`config.mk`:
```
export PLATFORM = sky130hd
export DESIGN_NAME = reg_file_wb
export DESIGN_NICKNAME = d
export VERILOG_FILES = /design/src/rtl/reg_file_wb_pkg.sv /design/src/rtl/reg_file_wb_wb_decoder.sv /design/src/rtl/reg_file_wb.sv
export SDC_FILE = /design/constraint.sdc
export NUM_CORES = 2
export LEC_CHECK = 0
export ABC_AREA = 1
export BUFFER_PORTS_ARGS = -buffer_cell sky130_fd_sc_hd__buf_2
export CORE_MARGIN = 2
export CORE_UTILIZATION = 30
export DETAILED_ROUTE_END_ITERATION = 10
export HOLD_SLACK_MARGIN = 0.05
export SLEW_MARGIN = 20
export SYNTH_ARGS = -nofsm -noshare
export SYNTH_HDL_FRONTEND = slang
export SYNTH_SLANG_ARGS = --single-unit
export TNS_END_PERCENT = 30
```
`constraint.sdc`:
```
create_clock -name clk -period 3.5 [get_ports clk]
set_input_delay 0.175 -clock clk [delete_from_list [all_inputs] [get_ports clk]]
set_output_delay 0.175 -clock clk [all_outputs]
set_load 0.05 [all_outputs]
```
`src/rtl/reg_file_wb_pkg.sv`:
```
// Shared constants for the MIPS general-purpose register file and its
// write-back decoder.
package reg_file_wb_pkg;

  localparam int DATA_W_DEF = 32;
  localparam int ADDR_W_DEF = 5;

  // Architectural register numbers
  localparam logic [4:0] REG_ZERO = 5'd0;
  localparam logic [4:0] REG_SP   = 5'd29;
  localparam logic [4:0] REG_RA   = 5'd31;

endpackage

```
`src/rtl/reg_file_wb_wb_decoder.sv`:
```
// Write-back demultiplexer: turns one destination address plus a write
// strobe into a one-hot register select. Bit 0 never fires, so the zero
// register can never be written.
module wb_decoder
  import reg_file_wb_pkg::*;
#(
  parameter int ADDR_W = ADDR_W_DEF
) (
  input  logic                   en_i,
  input  logic [ADDR_W-1:0]      addr_i,
  output logic [2**ADDR_W-1:0]   onehot_o
);

  // One-hot decode; all-zero when disabled or targeting the zero register
  always_comb begin
    onehot_o = '0;
    if (en_i && (addr_i != ADDR_W'(REG_ZERO))) begin
      onehot_o[addr_i] = 1'b1;
    end
  end

endmodule

```
`src/rtl/reg_file_wb.sv`:
```
// 32 x 32 MIPS register file: one write port fed from write-back through a
// one-hot decoder, two combinational read ports for decode with optional
// write-through bypass. Register 0 always reads as zero.
module reg_file_wb
  import reg_file_wb_pkg::*;
#(
  parameter int DATA_W = DATA_W_DEF,
  parameter int ADDR_W = ADDR_W_DEF,
  parameter int BYPASS = 1
) (
  input  logic              clk,
  input  logic              reset_n,
  input  logic              wr_en,
  input  logic [ADDR_W-1:0] wr_addr,
  input  logic [DATA_W-1:0] wr_data,
  input  logic [ADDR_W-1:0] rd_addr_a,
  input  logic [ADDR_W-1:0] rd_addr_b,
  output logic [DATA_W-1:0] rd_data_a,
  output logic [DATA_W-1:0] rd_data_b,
  output logic              wr_done
);

  localparam int DEPTH = 2**ADDR_W;

  logic [DEPTH-1:0]  wr_sel;
  logic [DATA_W-1:0] regs_q [DEPTH];
  logic              wr_done_q;
  logic              wr_done_d;

  wb_decoder #(
    .ADDR_W   (ADDR_W)
  ) u_wb_decoder (
    .en_i     (wr_en),
    .addr_i   (wr_addr),
    .onehot_o (wr_sel)
  );

  // Any select bit set means a write to a real register was accepted
  assign wr_done_d = |wr_sel;

  // Read-side mux: stored value, overridden by the in-flight write when
  // bypass is enabled; address 0 is forced to zero regardless.
  function automatic logic [DATA_W-1:0] rd_mux(
    input logic [ADDR_W-1:0] addr,
    input logic [DATA_W-1:0] stored,
    input logic              we,
    input logic [ADDR_W-1:0] waddr,
    input logic [DATA_W-1:0] wdata
  );
    logic [DATA_W-1:0] res;
    res = stored;
    if ((BYPASS != 0) && we && (waddr == addr)) begin
      res = wdata;
    end
    if (addr == ADDR_W'(REG_ZERO)) begin
      res = '0;
    end
    return res;
  endfunction

  // Register storage and write-done pulse; reset clears everything at once
  always_ff @(posedge clk or negedge reset_n) begin
    if (!reset_n) begin
      for (int i = 0; i < DEPTH; i++) begin
        regs_q[i] <= '0;
      end
      wr_done_q <= 1'b0;
    end else begin
      for (int i = 1; i < DEPTH; i++) begin
        if (wr_sel[i]) begin
          regs_q[i] <= wr_data;
        end
      end
      wr_done_q <= wr_done_d;
    end
  end

  // Combinational read ports A (rs) and B (rt)
  always_comb begin
    rd_data_a = rd_mux(rd_addr_a, regs_q[rd_addr_a], wr_en, wr_addr, wr_data);
    rd_data_b = rd_mux(rd_addr_b, regs_q[rd_addr_b], wr_en, wr_addr, wr_data);
  end

  assign wr_done = wr_done_q;

endmodule
```
==> run_results.csv <==
group,metric,value,unit
status,status,"completed",
floorplanning,die_w,436.3,µm
floorplanning,initial_core_util,30.20,%
grt,grt_max_degree,132,
placed_design,io_buffers,114,
yosys,syn-cell-area,56060,µm²
sta,rsz0062_at_grt,"false",
sta,worst_pin_slew,1.213,ns
routing,drt-total-wl,232900,µm
floorplanning,fp.dieH,436.3,µm
worst_hold_path,min_path_type,"in2async",
sta,relSlewSlack,19.12,%
sta,finalCritPeriodShare,82.61,%
cells_and_area,final_common_cell,"nand2_1",
power,p_per_area,543.4,nW/µm²
yosys,syn_inst,8132,
worst_setup_path,slowest_stage,"o22ai_1",
routing,drc,0,
floorplanning,num_rows,158,
power,finalPower,34.50,mW
power,cellLeakagePower,29.97,nW
cts,clkSlewWorstSetupHoldPaths,0.06,ns
cts,cts_tree,"yes",
power,ir_worst_vdd,395.7,µV
yosys,synth.distinct_cells,24,
yosys,ys_warn_count,32,
sta,hold_viol,0,
placed_design,hpwl,128600,µm
yosys,yosysSeqAreaShare,44.32,%
cts,cts_buffer_depth,3,
yosys,synthMuxAreaShare,0,%
worst_setup_path,slowest_delay,0.41,ns
placed_design,finalWeightedCongestion,0.8609,
cells_and_area,nets,7900,
yosys,synthesis.nets,8182,
worst_setup_path,crit_top_cell,"buf_2",
yosys,synth_simple_gate_area_share,30.72,%
floorplanning,io_pins,115,
cts,root_buffer,"clkbuf_16",
floorplanning,dieArea,190300,µm²
routing,drt_iter0_markers,7888,
worst_setup_path,worst-setup-path-type,"in2out",
sta,whs,0.06491,ns
worst_setup_path,start_kind,"primary input",
worst_setup_path,cp_max_fo,64,
job,max_cap_violations,0,
cells_and_area,layout_common_cells,"nand2_1 (2554), o21ai_0 (1029), dfrtp_1 (993)",
grt,grt_pass1_vias,53820,
yosys,synth_xor_xnor_area_share,0.03125,%
worst_setup_path,crit_chain,"buf_2 > clkinv_1 > o22ai_1 > nor3_1 > nand3_4 > buf_12 > nand3_1 > nand2_1 > inv_1 > buf_2",
placed_design,dp_slack,0.7201,ns
yosys,synth_fa_ha_area_share,0,%
sta,min_period,2.891,ns
cts,cts_buffers,108,
sta,finalSetupTns,0,ns
worst_setup_path,arrival,2.72,ns
yosys,synth_seq_cells,993,
yosys,syn_area_per_cell,6.894,µm²
worst_setup_path,worst_setup_path_end_kind,"primary output",
worst_setup_path,path_buf_inv,5,
grt,antenna_found_initial,6,
routing,post_drt_wl_per_cell,22.35,µm
cts,clock_latency,0.74,ns
cts,h-tree-depth,3,
routing,ant_nets,0,
floorplanning,coreArea,185600,µm²
sta,fmax,345.9,MHz
sta,report.final.slew_viol_count,0,
grt,grt_util_all_layers,23.90,%
grt,grt_overflow,0,
cts,cts_setup_buffers,0,
yosys,synth_compound_area_share,16.67,%
worst_setup_path,cp_top_family,"buffers and inverters",
worst_setup_path,cp.required,3.32,ns
routing,vias,57000,
routing,viasPerCell,5.471,
cells_and_area,final_util,34.20,%
cts,cts.sinks,993,
sta,skew,0,ns
sta,finalWorstSetupSlack,0.6087,ns
cells_and_area,drive_gt1_share,7.470,%
grt,grt_first_pass_wirelength,349400,µm
yosys,synth_top_family_by_area,"simple AND/OR/NAND/NOR gates",
routing,drt-pass1-iter-count,6,
cells_and_area,area_growth,13.23,%
sta,finalSetupViolCount,0,
per-stage QoR:
stage / instance area (µm²) / cells
global route: 63480 / 10420
global placement: 59550 / 10190
CTS: 63470 / 10420
detailed placement: 59550 / 10190
finish: 63480 / 10420
floorplan: 56060 / 8132
metal layers:
layer	up-vias	wire length, µm	global-route usage [%]
li1	25810	-	-
met1	27320	94350	31.38
met2	3217	102300	37.53
met3	654	23520	4.484
met4	4	12650	12.04
met5	-	59	0
state kept, by name, summed over array words and instances, names as in the netlist:
signal and count:
regs_q 992, wr_done 1
worst reg2reg max path: cells and delay by family (launching register included):
kind	cells	cell delay, ns
AO/OA/AOI/OAI	1	0.13
flip-flops	1	0.41
AND/OR/NAND/NOR	1	0.08
repair_timing:
item                       in CTS  in global routing
resized for setup               0                  0
setup endpoints to repair       0                  0
hold buffers                   28                  0
hold endpoints to repair      288                  0
Yosys cell counts:
cell type  instances  share of area (%)
nand2_1         2578                 17
o21ai_0         1029                9.2
dfrtp_1          993                 44
nand3_1          871                7.8
nor2_1           673                4.5
clkbuf_1         615                4.1
inv_1            523                3.5
o211ai_1         348                4.7
a21oi_1          291                2.6
or2_2             80               0.89
buf_1             55               0.37
buf_2             23               0.21
o21ai_1           19               0.17
inv_2              6              0.040
nor3_1             6              0.054
nor3_2             6               0.11
o22ai_1            5              0.056
clkinv_1           3              0.020
nor4_4             2              0.076
xor2_1             2              0.031
and3_1             1              0.011
nand3_2            1              0.018
nor2_2             1              0.011
nor4_1             1              0.011
worst paths after layout:
kind / from / to / slack [ns] / cells after the start
max: wr_addr[3] / rd_data_a[3] / 0.61 / 10
min: reset_n / regs_q[73] / 0.06 / 2
max reg2reg: regs_q[461] / regs_q[461] / 2.70 / 2
min reg2reg: regs_q[773] / regs_q[773] / 0.48 / 2
max in group asynchronous: reset_n / regs_q[249] / 2.32 / 3
min in group clk: wr_addr[4] / regs_q[523] / 0.15 / 5
cells by family after synthesis:
kind of cell / after synthesis
DFF: 993
xor gates and xnor gates: 2
and+or+nand+nor: 4220
AOI/OAI and AO/OA: 1692
buffers and inverters: 1225
area by class of cell:
type                    instances  area, µm²
repair buffers                301       2950
fillers                     19640     122200
inverters                     532       2027
well taps                    2480       3103
multi-input cells            5914      26900
clock buffers                 163       3263
clock inverters                35      384.1
diodes                          2      5.005
flip-flops and latches        993      24850
power by group:
part           total [mW]  switching (mW)  internal, mW
logic                7.25            4.78          2.47
registers            15.2            1.56          13.7
clock network        12.0            5.10          6.92
total                34.5            11.4          23.1
(Power assumes the default switching activity.)
